`config.mk`:
```
export PLATFORM = sky130hd
export DESIGN_NAME = pckthandler_ml_flat
export DESIGN_NICKNAME = d
export VERILOG_FILES = /design/src/rtl/pckthandler_ml_if.sv /design/src/rtl/pckthandler_ml.sv /design/src/flat_wrapper.sv
export SDC_FILE = /design/constraint.sdc
export NUM_CORES = 1
export LEC_CHECK = 0
export CAP_MARGIN = 10
export CORE_AREA = 2 2 104 106
export DETAILED_ROUTE_END_ITERATION = 10
export DIE_AREA = 0 0 106 108
export GPL_TIMING_DRIVEN = 0
export MAX_ROUTING_LAYER = met4
export PLACE_DENSITY = 0.65
export SLEW_MARGIN = 10
export SYNTH_ARGS = -nofsm -noshare
export SYNTH_HDL_FRONTEND = slang
export SYNTH_SLANG_ARGS = --single-unit
```
`constraint.sdc`:
```
create_clock -name rxbyteclkhs -period 4.2 [get_ports rxbyteclkhs]
set_input_delay 1.05 -clock rxbyteclkhs [delete_from_list [all_inputs] [get_ports rxbyteclkhs]]
set_output_delay 1.05 -clock rxbyteclkhs [all_outputs]
set_load 0.005 [all_outputs]
```
`src/rtl/pckthandler_ml_if.sv`:
```
// Byte-stream bus between the lane aligner, the CSI-2 packet handler and the pixel unpacker.
// The master drives the aligned input beats; the slave (packet handler) drives payload and status.
interface pckthandler_ml_if #(
  parameter int unsigned NUM_LANES = 2
);
  localparam int unsigned BW = $clog2(NUM_LANES) + 1;

  logic [8*NUM_LANES-1:0] in_stream;
  logic                   in_stream_valid;
  logic [8*NUM_LANES-1:0] out_stream;
  logic                   out_valid;
  logic [BW-1:0]          out_bytes;
  logic [5:0]             out_dt;
  logic                   frame_active;
  logic                   frame_valid;
  logic                   ecc_error;
  logic                   pkt_error;

  modport master (
    output in_stream, in_stream_valid,
    input  out_stream, out_valid, out_bytes, out_dt,
    input  frame_active, frame_valid, ecc_error, pkt_error
  );

  modport slave (
    input  in_stream, in_stream_valid,
    output out_stream, out_valid, out_bytes, out_dt,
    output frame_active, frame_valid, ecc_error, pkt_error
  );
endinterface

```
`src/rtl/pckthandler_ml.sv`:
```
// Multi-lane CSI-2 packet handler: header/ECC check, VC filter, frame tracking,
// long-packet payload forwarding with per-beat byte count and CRC stripping.
module pckthandler_ml #(
  parameter int unsigned NUM_LANES    = 2,
  parameter bit          VC_FILTER_EN = 1'b1,
  parameter logic [1:0]  VC_SEL       = 2'd0
) (
  input  logic           rxbyteclkhs,
  input  logic           reset,
  pckthandler_ml_if.slave bus
);
  localparam int unsigned BW = $clog2(NUM_LANES) + 1;
  localparam int unsigned HB = 4 / NUM_LANES;

  typedef enum logic [1:0] {IDLE, HDR, PAYLOAD, DRAIN} state_t;
  state_t state, state_next;

  logic [1:0]    beat_cnt;
  logic [29:0]   hdr_q;
  logic [29:0]   hdr_full;
  logic [15:0]   rem;
  logic [7:0]    di;
  logic [15:0]   wc;
  logic          valid;
  logic          hdr_last, hdr_eval, collecting, ecc_bad, vc_ok, accept, is_long, hdr_go;
  logic          emit, abort, rem_last;
  logic [BW-1:0] emit_cnt;

  function automatic logic [5:0] csi2_ecc(input logic [23:0] d);
    logic [5:0] e;
    e[0] = ^(d & 24'hF12CB7);
    e[1] = ^(d & 24'hF2555B);
    e[2] = ^(d & 24'h749A6D);
    e[3] = ^(d & 24'hB8E38E);
    e[4] = ^(d & 24'hDF03F0);
    e[5] = ^(d & 24'hEFFC00);
    return e;
  endfunction

  assign valid = bus.in_stream_valid;

  // Header bytes land at their final offset as they arrive; byte3[7:6] is never stored.
  always_comb begin
    hdr_full = hdr_q;
    for (int unsigned j = 0; j < 3; j++) begin
      if (j / NUM_LANES == 32'(beat_cnt)) hdr_full[j*8 +: 8] = bus.in_stream[(j % NUM_LANES)*8 +: 8];
    end
    if (3 / NUM_LANES == 32'(beat_cnt)) hdr_full[29:24] = bus.in_stream[(3 % NUM_LANES)*8 +: 6];
  end

  always_ff @(posedge rxbyteclkhs) begin
    if (reset) state <= IDLE;
    else       state <= state_next;
  end

  always_comb begin
    state_next = state;
    unique case (state)
      IDLE:    if (valid) state_next = hdr_last ? (hdr_go ? PAYLOAD : DRAIN) : HDR;
      HDR: begin
        if (!valid)        state_next = IDLE;
        else if (hdr_last) state_next = hdr_go ? PAYLOAD : DRAIN;
      end
      PAYLOAD: begin
        if (!valid)        state_next = IDLE;
        else if (rem_last) state_next = DRAIN;
      end
      DRAIN:   if (!valid) state_next = IDLE;
      default: state_next = IDLE;
    endcase
  end

  always_comb begin
    di         = hdr_full[7:0];
    wc         = hdr_full[23:8];
    hdr_last   = (32'(beat_cnt) == HB - 1);
    hdr_eval   = valid && (state == IDLE || state == HDR) && hdr_last;
    collecting = valid && (state == IDLE || state == HDR) && !hdr_last;
    ecc_bad    = (csi2_ecc(hdr_full[23:0]) != hdr_full[29:24]);
    vc_ok      = !VC_FILTER_EN || (di[7:6] == VC_SEL);
    accept     = hdr_eval && !ecc_bad && vc_ok;
    is_long    = (di[5:4] != 2'b00);
    hdr_go     = accept && is_long && (wc != '0);
    emit       = (state == PAYLOAD) && valid;
    abort      = (state == PAYLOAD) && !valid;
    rem_last   = (rem <= 16'(NUM_LANES));
    emit_cnt   = rem_last ? rem[BW-1:0] : BW'(NUM_LANES);
  end

  always_ff @(posedge rxbyteclkhs) begin
    if (reset) begin
      beat_cnt         <= '0;
      hdr_q            <= '0;
      rem              <= '0;
      bus.out_stream   <= '0;
      bus.out_valid    <= 1'b0;
      bus.out_bytes    <= '0;
      bus.out_dt       <= '0;
      bus.frame_active <= 1'b0;
      bus.frame_valid  <= 1'b0;
      bus.ecc_error    <= 1'b0;
      bus.pkt_error    <= 1'b0;
    end else begin
      if (collecting) begin
        hdr_q    <= hdr_full;
        beat_cnt <= beat_cnt + 2'd1;
      end else begin
        beat_cnt <= '0;
      end

      if (accept && is_long) begin
        rem        <= wc;
        bus.out_dt <= di[5:0];
      end else if (emit) begin
        rem <= rem - 16'(emit_cnt);
      end

      bus.out_valid   <= emit;
      bus.out_bytes   <= emit ? emit_cnt : '0;
      bus.out_stream  <= emit ? bus.in_stream : '0;
      bus.frame_valid <= emit && bus.frame_active;

      if (accept && di[5:0] == 6'h00)      bus.frame_active <= 1'b1;
      else if (accept && di[5:0] == 6'h01) bus.frame_active <= 1'b0;

      bus.ecc_error <= hdr_eval && ecc_bad;
      bus.pkt_error <= abort;
    end
  end
endmodule

```
`src/flat_wrapper.sv`:
```
// flat-port wrapper written by rule: the top's interface ports become plain ports
module pckthandler_ml_flat 
#(
  parameter int unsigned NUM_LANES    = 2,
  parameter bit          VC_FILTER_EN = 1'b1,
  parameter logic [1:0]  VC_SEL       = 2'd0
)
  (rxbyteclkhs, reset, bus_in_stream, bus_in_stream_valid, bus_out_stream, bus_out_valid, bus_out_bytes, bus_out_dt, bus_frame_active, bus_frame_valid, bus_ecc_error, bus_pkt_error);
  pckthandler_ml_if #(.NUM_LANES(NUM_LANES)) bus_i ();
  input  logic rxbyteclkhs;
  input  logic reset;
  input wire logic [$bits(bus_i.in_stream)-1:0] bus_in_stream;
  input wire logic [$bits(bus_i.in_stream_valid)-1:0] bus_in_stream_valid;
  output wire logic [$bits(bus_i.out_stream)-1:0] bus_out_stream;
  output wire logic [$bits(bus_i.out_valid)-1:0] bus_out_valid;
  output wire logic [$bits(bus_i.out_bytes)-1:0] bus_out_bytes;
  output wire logic [$bits(bus_i.out_dt)-1:0] bus_out_dt;
  output wire logic [$bits(bus_i.frame_active)-1:0] bus_frame_active;
  output wire logic [$bits(bus_i.frame_valid)-1:0] bus_frame_valid;
  output wire logic [$bits(bus_i.ecc_error)-1:0] bus_ecc_error;
  output wire logic [$bits(bus_i.pkt_error)-1:0] bus_pkt_error;
  assign bus_i.in_stream = bus_in_stream;
  assign bus_i.in_stream_valid = bus_in_stream_valid;
  assign bus_out_stream = bus_i.out_stream;
  assign bus_out_valid = bus_i.out_valid;
  assign bus_out_bytes = bus_i.out_bytes;
  assign bus_out_dt = bus_i.out_dt;
  assign bus_frame_active = bus_i.frame_active;
  assign bus_frame_valid = bus_i.frame_valid;
  assign bus_ecc_error = bus_i.ecc_error;
  assign bus_pkt_error = bus_i.pkt_error;
  pckthandler_ml #(.NUM_LANES(NUM_LANES), .VC_FILTER_EN(VC_FILTER_EN), .VC_SEL(VC_SEL)) u_core (.rxbyteclkhs(rxbyteclkhs), .reset(reset), .bus(bus_i));
endmodule
```
==> metrics, run 1 <==
worst slew pin tran 0.608 ns; Synth area leader dfxtp_1; max-cap viol count 0; drt pass-1 iters 4; Slew Viols, Final 0; fill count 965; CP Data Required Time 4.48 ns; RSZ-0062 raised after global routing no; latest clock arrival within the worst-skew pair 0.36 ns; Worst-path clk slew about 0.07 ns; die area roughly 11,000 um^2; Design Power 1.82 mW; Placer Congestion 0.866; overall routing resource usage 18.5%; number of flops mapped to enable cells by yosys 0; most common cell after layout, fill and taps aside dfxtp_1; Fmax 0.253 GHz; # IOs 48; first-pass GRT wire length about 16 mm; most frequent cells in the layout dfxtp_1 (79), clkdlybuf4s50_1 (47), nor2_1 (39), mux2i_1 (30), xor2_1 (30); DRT iter0 DRCs between 100 and 150; vias in the first global route 2,950; Gate Count Post-Synth 395; leakage power slightly below 2 nW; Core Box Area 10,200 um^2; Hold/Removal Path Class flip-flop to flip-flop; placed insts 578; Synth warnings 0; top cells by area, synth dfxtp_1 (39%), mux2i_1 (8.0%), xnor2_1 (6.5%); hold-fix buffer count after cts 0; fin cells roughly 590; WS Path Type input pin to flip-flop; final setup violation count 0; CTS tree built; Area growth, synth to finish 21.6%; share of cells above drive strength 1 10.9%; GR Overflow Total 0; largest net degree at the start of global routing 20; critical path endpoint category flip-flop; # rows 37; final worst setup slack around 0.24 ns; Tmin final 3.96 ns; Crit Path Max Fanout 10; Netlist cell types 51; endpoints failing hold 0; period utilization 94.2%; Port Buffers 47; H-tree depth reported by CTS 3; via count 2,987; Worst IR Drop VDD 139 uV; Startpoint Class input pin; die width between 100 and 150 um; Num CTS Buffers 9; Via density ~5; Worst slew margin 59.3%; Detail Placement HPWL 7.50 mm; status finished clean; clk sink count 79; clk buf depth 2; drt wl/cell 16.0 um; Initial Util 39.3%; post-route ant nets 0; initial antenna violation count 0; worst slack, placed -0.363 ns; Syn Area/Cell about 10 um^2; Main synth FF type dfxtp_1; #FFs+latches synth 79; total wire length around 9.5 mm; post-synthesis cell area 4020 um^2; clk root buf clkbuf_8; share of the synthesized area in the top cell type 39.4%; Die H 108 um; pwr/cell area 372 nW/um^2; Mapped Nets 430; antenna fix cells 0; sequential fraction of the synthesis area between 30% and 40%; Final #Nets 487; Clock Skews between 0.01 and 0.015 ns; Worst EP arrival 4.23 ns; FFs w/ async S/R, synth 0%; # DRC 0
-- state kept, by name, summed over array words and instances (netlist names) --
name                     flops
u_core.beat_cnt              2
u_core.rem                  16
u_core.bus.frame_active      1
u_core.bus.out_dt            6
u_core.bus.ecc_error         1
u_core.bus.frame_valid       1
u_core.bus.out_valid         1
u_core.bus.out_bytes         2
u_core.bus.out_stream       16
u_core.hdr_q                30
u_core.state                 2
u_core.bus.pkt_error         1
-- routing by layer --
metal / share of wire [%] / up-vias / routed length (um) / global-route usage (%)
met4: 2.0 / 0 / 186 / 7.71
li1: - / 1484 / - / -
met5: 0 / - / 0 / -
met2: 46 / 64 / 4330 / 28.6
met1: 49 / 1425 / 4640 / 24.3
met3: 3.7 / 14 / 356 / 2.65
-- kinds of logic after synthesis --
logic type | share of synthesized area, %
AO/OA/AOI/OAI | 9.41
XOR/XNOR | 14.2
flip-flops | 39.4
buffers and inverters | 3.71
multiplexers | 12.0
adder cells (fa/ha/maj) | 4.98
other | 0.0934
AND/OR/NAND/NOR | 16.3
-- critical path, stage by stage --
cell and delay, ns:
clkdlybuf4s50_1 0.56, mux2i_4 0.29, inv_1 0.07, ha_1 0.28, xor2_1 0.25, xnor2_2 0.13
xor2_1 0.18, xnor3_1 0.41, o211ai_2 0.13, nor4_4 0.19, buf_6 0.20, mux2_2 0.35
a31oi_1 0.13
-- metrics by stage --
step / TNS [ns] / instance area (um^2) / util, % / hold WS, ns
final: 0 / 4880 / 47.7 / 0.451
after global routing: 0 / 4880 / 47.7 / 0.482
after CTS: 0 / 4860 / 47.5 / 0.452
after detailed placement: -6.54 / 4660 / 45.5 / 0.441
after global placement: -6.01 / 4660 / 45.5 / 0.435
after floorplan: 0 / 4020 / - / 0.422
-- report_power, final --
group / total, mW / leakage [nW] / switching (mW) / internal (mW)
logic: 0.449 / 1.18 / 0.232 / 0.217
clock network: 0.584 / 0.105 / 0.278 / 0.306
registers: 0.784 / 0.641 / 0.0161 / 0.768
-- synthesized netlist by cell type (8+ instances only) --
cell       n
nor3_1     8
dfxtp_1   79
nor2_1    39
ha_1      16
xnor2_1   30
clkbuf_1  13
nor2b_1   15
nand2_1    8
or3_1      8
and2_1    18
xor2_1    30
a211oi_1  25
mux2i_1   32
-- worst paths after layout --
path / cells after the start / end / slack (ns) / start
setup / recovery: 13 / u_core.rem[2] / 0.24 / bus_in_stream[0]
hold / removal: 2 / u_core.bus.out_bytes[0] / 0.45 / u_core.rem[0]
setup reg to reg: 15 / u_core.rem[2] / 0.43 / u_core.beat_cnt[1]
hold reg to reg: 2 / u_core.bus.out_bytes[0] / 0.45 / u_core.rem[0]
-- what timing repair did --
item,CTS,global route
buffers inserted,0,0
pin swaps,0,0
resized for setup,1,3
endpoints found under the setup margin,25,19
-- area by class of cell --
class	instances	area (um^2)	share of cell area (%)
multi-input cells	290	2310	47.3
flip-flops and latches	79	1580	32.4
repair buffers	47	470	9.63
well taps	136	170	3.48
clock buffers	11	151	3.10
plain buffers	20	126	2.59
clock inverters	5	56.3	1.15
inverters	5	18.8	0.384
Power figures use the tool's default switching activity.
==> inputs of run 2 (changes only) <==
Settings changed: CTS_CLUSTER_SIZE set to 12.
==> results of run 2 <==
The final DEF is identical to that of run 1; final timing and power are the same.
==> inputs of run 3 (changes only) <==
Settings changed: SETUP_SLACK_MARGIN set to 0.2.
==> run 3 against run 2 <==
Against the previous run: setup slack better by 0.12 ns; critical path type unchanged; flip-flop and latch count stayed put; critical path depth stayed put; power is 1.1% higher; clock power hardly changed; design area is 2.3% higher; routed wire length is 2.2% higher; sequential power hardly changed; core utilization is 1.1 points higher; clock-buffer cell count stayed put; register-to-register slack better by 0.03 ns; non-clock buffer count is 8 higher.
==> metrics, run 3 (synthesis gave the netlist of run 1 again) <==
status finished clean; Placed Area 4660 um^2; overall routing resource usage 18.6%; share of cells above drive strength 1 13.8%; max-cap viol count 0; drt pass-1 iters 4; post-route ant nets 0; die area 11,400 um^2; setup tns final 0 ns; register share of total power 42.7%; # DRC 0; Switch Pwr 535 uW; CTS tree built; initial antenna violation count 0; Placer Congestion a little under 0.9; antenna fix cells 0; largest net degree at the start of global routing 14; max reg flops 30; Fmax 0.261 GHz; first-pass GRT wire length approximately 16 mm; Clock Skews 0.0105 ns; fill count between 900 and 1,000; Biggest register u_core.hdr_q; RSZ-0062 raised after global routing no; vias in the first global route between 2,000 and 3,000; Regs by FF count u_core.hdr_q (30), u_core.bus.out_stream (16), u_core.rem (16); met3 Resource Use GR approximately 2.7%; Worst EP arrival about 4 ns; Startpoint Class input pin; # rows 37; critical path endpoint category flip-flop; drt wl/cell 16.2 um; Worst-path clk slew 0.08 ns; H-tree depth reported by CTS 3; Final Instance Area 4990 um^2; Crit Path Max Fanout 10; Slew Viols, Final 0; # IOs 48; Net Sw Frac 29.1%; die width 106 um; period utilization 91.3%; P_int 1.30 mW; pwr/cell area 368 nW/um^2; Core Box Area about 10,000 um^2; Worst IR Drop VDD 140 uV; Initial Util 39.3%; global route hottest layer met2; CP Data Required Time between 4 and 5 ns; Hold/Removal Path Class flip-flop to flip-flop; via count 3,046; Num CTS Buffers 9; Final #Nets just under 500; clk buf depth 2; Via density about 5.1; latest clock arrival within the worst-skew pair 0.36 ns; placed insts 578; DRT iter0 DRCs around 100; met2 usage 29.0%; total wire length between 9 and 10 mm; final setup violation count 0; Die H about 110 um; combinational share of power 25.4%; Tmin final ~3.8 ns; met1 usage 24.4%; Detail Placement HPWL roughly 7.5 mm; leakage power a little under 2 nW; Design Power roughly 1.8 mW; Area growth, synth to finish 24.4%; Worst slew margin 59.3%; most frequent cells in the layout dfxtp_1 (79), clkdlybuf4s50_1 (44), nor2_1 (39), xor2_1 (29), xnor2_1 (29); fin cells 601; clock share of power 31.9%; clk sink count 79; WS Path Type input pin to flip-flop; fin util 48.8%; endpoints failing hold 0; GR Overflow Total 0; Port Buffers 47; clk root buf clkbuf_8; most common cell after layout, fill and taps aside dfxtp_1; worst slew pin tran between 0.6 and 0.7 ns
## run 3: cell types whose count changed in the layout (fill, tap and decap cells not counted)
cell | before | now
xor2_1 | 30 | 29
xor2_2 | 0 | 1
dlymetal6s2s_1 | 0 | 3
buf_4 | 3 | 10
mux2i_1 | 30 | 25
buf_8 | 0 | 1
mux2i_2 | 2 | 6
mux2i_4 | 4 | 5
clkdlybuf4s50_1 | 47 | 44
## run 3: layout make-up
class | count | area, um^2 | area share, %
Clock inverter | 5 | 56.3 | 1.13
Multi-Input combinational cell | 290 | 2340 | 46.9
Timing Repair Buffer | 54 | 531 | 10.6
Sequential cell | 79 | 1580 | 31.7
Buffer | 21 | 141 | 2.83
Inverter | 5 | 18.8 | 0.376
Tap cell | 136 | 170 | 3.41
Clock buffer | 11 | 151 | 3.03
## run 3: repair_timing
action	in CTS	in global routing
hold buffers	0	0
resized for setup	6	13
setup buffers	0	7
setup endpoints to repair	25	20
## run 3: power groups by stage
stage	logic (mW)	registers, mW	clock network, mW
2_1_floorplan	0.342	0.799	0
3_3_place_gp	0.436	0.801	0
3_5_place_dp	0.442	0.802	0
4_1_cts	0.451	0.784	0.596
5_1_grt	0.511	0.788	0.627
6_report	0.467	0.785	0.586
## run 3: final timing paths
check                      from                      end  slack, ns  cells after the start
max            bus_in_stream[5]            u_core.rem[9]       0.37                     13
max reg2reg  u_core.beat_cnt[0]            u_core.rem[9]       0.46                     18
min reg2reg       u_core.rem[0]  u_core.bus.out_bytes[0]       0.45                      2
min               u_core.rem[0]  u_core.bus.out_bytes[0]       0.45                      2
## run 3: critical path: stages
cell and delay, ns:
clkdlybuf4s50_1 0.50, mux2i_2 0.28, ha_1 0.33, xor2_2 0.18, xnor2_2 0.24, xor2_1 0.18, xnor3_1 0.43, o211ai_2 0.12
nor4_4 0.06, buf_6 0.15, buf_4 0.14, buf_4 0.17, a211oi_1 0.26
## run 3: per-layer routing
metal / vias to the layer above / part of all wire [%]
li1: 1503 / -
met1: 1458 / 48
met2: 70 / 46
met3: 15 / 4.0
met4: 0 / 1.9
met5: - / 0
## run 3: stage by stage
| step | worst slack, ns | hold slack [ns] |
|---|---|---|
| 2_1_floorplan | 0.384 | 0.422 |
| 3_3_place_gp | -0.345 | 0.435 |
| 3_5_place_dp | -0.363 | 0.441 |
| 4_1_cts | 0.249 | 0.452 |
| 5_1_grt | 0.180 | 0.482 |
| 6_report | 0.367 | 0.451 |
